$ cat src/rtl/fetch_unit_if.sv
// Fetch unit bus bundle: instruction-memory request/response, decoded-instruction output, branch redirect.
// Latency: none, this is a wiring bundle only.
// Backpressure: imem_gnt stalls requests; instr_ready stalls the instruction head.
interface fetch_unit_if;
    logic        imem_req;
    logic [31:0] imem_addr;
    logic        imem_gnt;
    logic        imem_rvalid;
    logic [31:0] imem_rdata;
    logic        instr_valid;
    logic        instr_ready;
    logic [31:0] instr;
    logic [5:0]  opcode;
    logic [31:0] instr_pc;
    logic        redirect;
    logic [31:0] redirect_pc;

    // Fetch unit side
    modport master (
        output imem_req, imem_addr, instr_valid, instr, opcode, instr_pc,
        input  imem_gnt, imem_rvalid, imem_rdata, instr_ready, redirect, redirect_pc
    );

    // Environment side: memory, decode stage and branch unit
    modport slave (
        input  imem_req, imem_addr, instr_valid, instr, opcode, instr_pc,
        output imem_gnt, imem_rvalid, imem_rdata, instr_ready, redirect, redirect_pc
    );
endinterface

$ cat src/rtl/fetch_unit.sv
// Instruction fetch: one outstanding memory request, 2-entry {instr, pc} buffer, redirect flush.
// Latency: 4th cycle after reset release with zero-wait memory; steady state one instruction per 3 cycles.
// Backpressure: no new request while 2 entries buffered; head held stable until instr_ready.
module fetch_unit #(
    parameter logic [31:0] RESET_PC = 32'h0000_0000
) (
    input  logic         clk,
    input  logic         rst_n,
    fetch_unit_if.master bus
);

    typedef enum logic [1:0] {IDLE, REQ, WAIT, DROP} state_t;

    state_t      state_q;
    logic [31:0] fetch_pc_q;
    logic [31:0] req_pc_q;
    logic        imem_req_q;
    logic [31:0] imem_addr_q;

    logic [31:0] buf_instr_q [2];
    logic [31:0] buf_pc_q    [2];
    logic        rd_ptr_q;
    logic        wr_ptr_q;
    logic [1:0]  count_q;

    logic        push;
    logic        pop;
    logic        head_vld;
    logic [31:0] redirect_pc_al;

    assign redirect_pc_al = {bus.redirect_pc[31:2], 2'b00};
    assign head_vld       = (count_q != 2'd0);
    // A redirect in the same cycle discards the response, so it never pushes.
    assign push           = (state_q == WAIT) && bus.imem_rvalid && !bus.redirect;
    assign pop            = head_vld && bus.instr_ready;

    // Fetch FSM with registered request outputs; imem_addr reads 0 when no request is up.
    always_ff @(posedge clk or negedge rst_n) begin
        if (!rst_n) begin
            state_q     <= IDLE;
            fetch_pc_q  <= RESET_PC;
            req_pc_q    <= '0;
            imem_req_q  <= 1'b0;
            imem_addr_q <= '0;
        end else begin
            case (state_q)
                IDLE: begin
                    if (bus.redirect) begin
                        fetch_pc_q <= redirect_pc_al;
                    end else if (count_q <= 2'd1) begin
                        state_q     <= REQ;
                        imem_req_q  <= 1'b1;
                        imem_addr_q <= fetch_pc_q;
                    end
                end
                REQ: begin
                    if (bus.imem_gnt) begin
                        req_pc_q    <= fetch_pc_q;
                        imem_req_q  <= 1'b0;
                        imem_addr_q <= '0;
                        if (bus.redirect) begin
                            // Request already accepted: its response must be swallowed.
                            state_q    <= DROP;
                            fetch_pc_q <= redirect_pc_al;
                        end else begin
                            state_q    <= WAIT;
                            fetch_pc_q <= fetch_pc_q + 32'd4;
                        end
                    end else if (bus.redirect) begin
                        // Not yet accepted, so simply withdraw the request.
                        state_q     <= IDLE;
                        imem_req_q  <= 1'b0;
                        imem_addr_q <= '0;
                        fetch_pc_q  <= redirect_pc_al;
                    end
                end
                WAIT: begin
                    if (bus.redirect) begin
                        fetch_pc_q <= redirect_pc_al;
                        state_q    <= bus.imem_rvalid ? IDLE : DROP;
                    end else if (bus.imem_rvalid) begin
                        state_q <= IDLE;
                    end
                end
                DROP: begin
                    if (bus.redirect) begin
                        fetch_pc_q <= redirect_pc_al;
                    end
                    // The stale response retires here even if a new redirect arrives with it,
                    // otherwise the FSM would wait for a response that never comes.
                    if (bus.imem_rvalid) begin
                        state_q <= IDLE;
                    end
                end
                default: state_q <= IDLE;
            endcase
        end
    end

    // Two-entry instruction buffer; redirect flushes it ahead of any push or pop.
    always_ff @(posedge clk or negedge rst_n) begin
        if (!rst_n) begin
            for (int i = 0; i < 2; i++) begin
                buf_instr_q[i] <= '0;
                buf_pc_q[i]    <= '0;
            end
            rd_ptr_q <= 1'b0;
            wr_ptr_q <= 1'b0;
            count_q  <= 2'd0;
        end else if (bus.redirect) begin
            rd_ptr_q <= 1'b0;
            wr_ptr_q <= 1'b0;
            count_q  <= 2'd0;
        end else begin
            if (push) begin
                buf_instr_q[wr_ptr_q] <= bus.imem_rdata;
                buf_pc_q[wr_ptr_q]    <= req_pc_q;
                wr_ptr_q              <= ~wr_ptr_q;
            end
            if (pop) begin
                rd_ptr_q <= ~rd_ptr_q;
            end
            case ({push, pop})
                2'b10:   count_q <= count_q + 2'd1;
                2'b01:   count_q <= count_q - 2'd1;
                default: count_q <= count_q;
            endcase
        end
    end

    assign bus.imem_req    = imem_req_q;
    assign bus.imem_addr   = imem_addr_q;
    assign bus.instr_valid = head_vld;
    assign bus.instr       = head_vld ? buf_instr_q[rd_ptr_q] : 32'd0;
    assign bus.instr_pc    = head_vld ? buf_pc_q[rd_ptr_q]    : 32'd0;
    assign bus.opcode      = bus.instr[31:26];

endmodule
$ cat src/flat_wrapper.sv
// flat-port wrapper written by rule: the top's interface ports become plain ports
module fetch_unit_flat 
#(
    parameter logic [31:0] RESET_PC = 32'h0000_0000
)
  (clk, rst_n, bus_imem_req, bus_imem_addr, bus_instr_valid, bus_instr, bus_opcode, bus_instr_pc, bus_imem_gnt, bus_imem_rvalid, bus_imem_rdata, bus_instr_ready, bus_redirect, bus_redirect_pc);
  fetch_unit_if bus_i ();
  input  logic clk;
  input  logic rst_n;
  output wire logic [$bits(bus_i.imem_req)-1:0] bus_imem_req;
  output wire logic [$bits(bus_i.imem_addr)-1:0] bus_imem_addr;
  output wire logic [$bits(bus_i.instr_valid)-1:0] bus_instr_valid;
  output wire logic [$bits(bus_i.instr)-1:0] bus_instr;
  output wire logic [$bits(bus_i.opcode)-1:0] bus_opcode;
  output wire logic [$bits(bus_i.instr_pc)-1:0] bus_instr_pc;
  input wire logic [$bits(bus_i.imem_gnt)-1:0] bus_imem_gnt;
  input wire logic [$bits(bus_i.imem_rvalid)-1:0] bus_imem_rvalid;
  input wire logic [$bits(bus_i.imem_rdata)-1:0] bus_imem_rdata;
  input wire logic [$bits(bus_i.instr_ready)-1:0] bus_instr_ready;
  input wire logic [$bits(bus_i.redirect)-1:0] bus_redirect;
  input wire logic [$bits(bus_i.redirect_pc)-1:0] bus_redirect_pc;
  assign bus_imem_req = bus_i.imem_req;
  assign bus_imem_addr = bus_i.imem_addr;
  assign bus_instr_valid = bus_i.instr_valid;
  assign bus_instr = bus_i.instr;
  assign bus_opcode = bus_i.opcode;
  assign bus_instr_pc = bus_i.instr_pc;
  assign bus_i.imem_gnt = bus_imem_gnt;
  assign bus_i.imem_rvalid = bus_imem_rvalid;
  assign bus_i.imem_rdata = bus_imem_rdata;
  assign bus_i.instr_ready = bus_instr_ready;
  assign bus_i.redirect = bus_redirect;
  assign bus_i.redirect_pc = bus_redirect_pc;
  fetch_unit #(.RESET_PC(RESET_PC)) u_core (.clk(clk), .rst_n(rst_n), .bus(bus_i));
endmodule
$ cat config.mk
export PLATFORM = sky130hd
export DESIGN_NAME = fetch_unit_flat
export DESIGN_NICKNAME = d
export VERILOG_FILES = /design/src/rtl/fetch_unit_if.sv /design/src/rtl/fetch_unit.sv /design/src/flat_wrapper.sv
export SDC_FILE = /design/constraint.sdc
export NUM_CORES = 1
export LEC_CHECK = 0
export ABC_AREA = 1
export CAP_MARGIN = 25
export CORE_AREA = 2 2 132 159
export DETAILED_ROUTE_END_ITERATION = 6
export DIE_AREA = 0 0 134 161
export PLACE_DENSITY = 0.87
export RECOVER_POWER = 100
export SETUP_SLACK_MARGIN = 0.05
export SLEW_MARGIN = 20
export SYNTH_ARGS = -nofsm -noshare
export SYNTH_HDL_FRONTEND = slang
export SYNTH_SLANG_ARGS = --single-unit
$ cat constraint.sdc
create_clock -name clk -period 2.2 [get_ports clk]
set_input_delay 0.44 -clock clk [delete_from_list [all_inputs] [get_ports clk]]
set_output_delay 0.44 -clock clk [all_outputs]
set_load 0.01 [all_outputs]
==> impl_summary.log <==
INFO  metric post-route-util = 68.0%
INFO  metric via_per_inst = 5.35
INFO  metric postRouteAntennaNets = 0
INFO  metric max_slew_margin = 4.86%
INFO  metric mappedNetlistArea = 10600 sq um
INFO  metric htreeDepth = 1
INFO  metric number_of_clock_sinks = 231
INFO  metric grtUsageTotal = 25.0%
INFO  metric grt_overflow = 0
INFO  metric met1_use_gr = 33.1%
INFO  metric detail_route.wl_per_cell = 15.7 um
INFO  metric report.final.hold_viol_count = 0
INFO  metric placement_rows = 57
INFO  metric pin_count_of_the_biggest_net_entering_global_routing = 129
INFO  metric cts-root-buf = clkbuf_16
INFO  metric ir_worst_vdd = 757 uV
INFO  metric dieArea = 21600 sq um
INFO  metric syn-mean-instance-area = 8.46 sq um
INFO  metric grt_use_met2 = 43.6%
INFO  metric grt-busiest-layer = met2
INFO  metric critPathMaxFanout = 4
INFO  metric final.setup_skew = 14.7 ps
INFO  metric numPortBuffers = 171
INFO  metric floorplan.initialDensity = 53.1%
INFO  metric detail_route.drc_violations = 0
INFO  metric grt_setup_unrepaired = yes
INFO  metric failed_checks = negative setup slack
INFO  metric hold_class = reg -> reg
INFO  metric detailedRoute.firstIterationViolations = 625
INFO  metric fin_setup_tns = -1860 ps
INFO  metric tritoncts_clock_tree = yes
INFO  metric coreArea = 20000 sq um
INFO  metric grt_use_met3 = 2.86%
INFO  metric synth-seq-cells = 231
INFO  metric antenna_found_initial = 0
INFO  metric post-route-worst-setup-slack = -102 ps
INFO  metric hold_depth = 2
INFO  metric num-nets-final = 1503
INFO  metric cp_data_arrival_time = 1860 ps
INFO  metric p_leak = 0.00671 uW
INFO  metric grt_pass1_wl = 44000 um
INFO  metric count_of_warnings_emitted_by_yosys = 0
INFO  metric share_of_final_layout_standard_cells_stronger_than_drive_strength_1 = 18.5%
INFO  metric die_w = 134 um
INFO  metric maxCapViolations = 0
INFO  metric postRouteWirelength = 26900 um
INFO  metric critical_path.startpoint_type = flip-flop
INFO  metric max_freq = 434 MHz
INFO  metric count_of_boundary_i_o_pins = 174
INFO  metric timing.final.setup_violations = 45
INFO  metric timing.rr.start = u_core.state_q[1]$_DFFE_PN0P_
INFO  metric pwr_density_cell = 1310 nW/um^2
INFO  metric final-max-slew-violation-count = 0
INFO  metric die_y = 161 um
INFO  metric critical_path.endpoint_type = primary output
INFO  metric post_synth_num_cell_types = 37
INFO  metric most_common_cell_after_layout_fill_and_taps_aside = nand2_1
INFO  metric synth_sequential_area_ratio = 54.3%
INFO  metric drtPass1Iterations = 7
INFO  metric slew_at_the_pin_closest_to_its_max_slew_limit = 1430 ps
INFO  metric grt_pass1_vias = 8818
INFO  metric final_period_minus_worst_setup_slack = 2300 ps
INFO  metric placed_cells = 1651
INFO  metric clock_insertion_delay_worst_skew = 500 ps
INFO  metric worstPathRequired = 1760 ps
INFO  metric post_synth_inst_count = 1258
INFO  metric place_hpwl = 17100 um
INFO  metric timing.final.crit_share = 105%
INFO  metric weighted_congestion_at_the_end_of_routability_driven_global_placement = 0.956
INFO  metric worst-setup-path-type = reg -> out
INFO  metric antenna_diode_count = 0
INFO  metric outcome = finished, violations left
INFO  metric hold_ws = 481 ps
INFO  metric worst_r2r_endpoint = u_core.fetch_pc_q[4]$_DFF_PN0_
INFO  metric postSynthNetCount = 1331
INFO  metric worst_r2r_path_depth = 7
INFO  metric layout.cells.most_common_list = nand2_1 (254), dfrtp_1 (230), o21ai_0 (194)
INFO  metric clockBufferDepth = 3
INFO  metric worstSetupStartpoint = u_core.count_q[0]$_DFFE_PN0P_
INFO  metric cts-buffers-inserted = 23
INFO  metric clkSlewWorstSetupHoldPaths = 60 ps
INFO  metric final-instance-count-excl-fill = 1711
INFO  metric endpoint = bus_instr_pc[5]
INFO  metric r2r_slack = 120 ps
INFO  metric vias = 9146
INFO  metric areaGrowthSynthToFinish = 28.1%
-- Yosys cell counts (all sizes together) --
| cell type | n | area share, % |
|---|---|---|
| nand2 | 259 | 9.4 |
| o21ai | 256 | 12 |
| dfrtp | 231 | 54 |
| nor2 | 176 | 6.7 |
| inv | 154 | 5.4 |
| buf | 42 | 2.6 |
| clkbuf | 35 | 1.2 |
| o22ai | 33 | 3.6 |
| nand3 | 22 | 1.2 |
| a21oi | 17 | 0.94 |
| nand4 | 11 | 0.65 |
| nor3 | 6 | 0.42 |
| ha | 3 | 0.35 |
| xor2 | 3 | 0.25 |
| mux2i | 2 | 0.19 |
| nand3b | 2 | 0.14 |
| o21bai | 2 | 0.14 |
| nor4 | 1 | 0.059 |
| o211ai | 1 | 0.071 |
| o21a | 1 | 0.071 |
| o31ai | 1 | 0.071 |
-- worst max-delay path: stages (launching register included) --
cell and delay, ps:
dfrtp_1 370, inv_2 60, ha_4 170, inv_8 80, buf_4 130, buf_16 120
buf_4 100, o21ai_0 60, nor2_1 130, buf_2 150
-- state kept, by name (all words and copies together), names as in the netlist --
name and count:
u_core.fetch_pc_q 32, u_core.buf_pc_q 64, u_core.state_q 2, u_core.bus.imem_addr 32
u_core.bus.imem_req 1, u_core.rd_ptr_q 1, u_core.count_q 2, u_core.wr_ptr_q 1
u_core.req_pc_q 32, u_core.buf_instr_q 64
-- per-stage QoR --
stage / setup WS, ps / cell area [sq um] / total power, uW
global route: -146 / 13600 / 19000
finish: -102 / 13600 / 17900
CTS: -170 / 13600 / 17800
floorplan: 100 / 10600 / 10300
global placement: -23.5 / 12700 / 13000
detailed placement: -61.7 / 12700 / 13300
-- what timing repair did --
action / CTS / global route
endpoints found under the hold margin: 51 / 0
gates resized for setup: 339 / 52
pin swaps: 30 / 40
hold buffers: 1 / 0
setup buffers: 10 / 6
cloned: 6 / 2
setup endpoints to repair: 71 / 71
-- cell type report --
cell class	count	area, sq um
Sequential cell	231	5780
Multi-Input combinational cell	796	4050
Timing Repair Buffer	224	2090
Clock inverter	14	178
Tap cell	265	332
Inverter	154	586
Fill cell	1549	6400
Clock buffer	27	621
-- kinds of logic after synthesis --
kind of cell | after synthesis | synth area share, %
compound gates | 311 | 17.0
mux | 2 | 0.188
simple gates | 477 | 18.6
fa+ha+maj | 3 | 0.353
buf+inv | 231 | 9.27
xor+xnor | 3 | 0.247
flops | 231 | 54.3
-- per-layer routing --
layer | vias up | wire [um]
met5 | - | 0
met4 | 0 | 621
met3 | 45 | 1610
met2 | 317 | 13700
met1 | 4420 | 11000
li1 | 4364 | -
-- how the worst min path moves through the flow --
stage / end / startpoint
after floorplan: u_core.buf_instr_q[0]$_DFFE_PN0P_ / rst_n
after global placement: u_core.buf_instr_q[4]$_DFFE_PN0P_ / rst_n
after detailed placement: u_core.buf_instr_q[7]$_DFFE_PN0P_ / rst_n
after CTS: u_core.buf_instr_q[7]$_DFFE_PN0P_ / rst_n
after global routing: u_core.fetch_pc_q[2]$_DFF_PN0_ / bus_redirect_pc[2]
final: u_core.buf_pc_q[51]$_DFFE_PN0P_ / u_core.buf_pc_q[51]$_DFFE_PN0P_
-- power by group --
group | switching [uW] | internal [uW] | total (uW)
logic | 3930 | 3240 | 7160
clock network | 1610 | 2490 | 4100
registers | 881 | 5760 | 6650
Note: power is estimated with default switching activity, not from simulation.
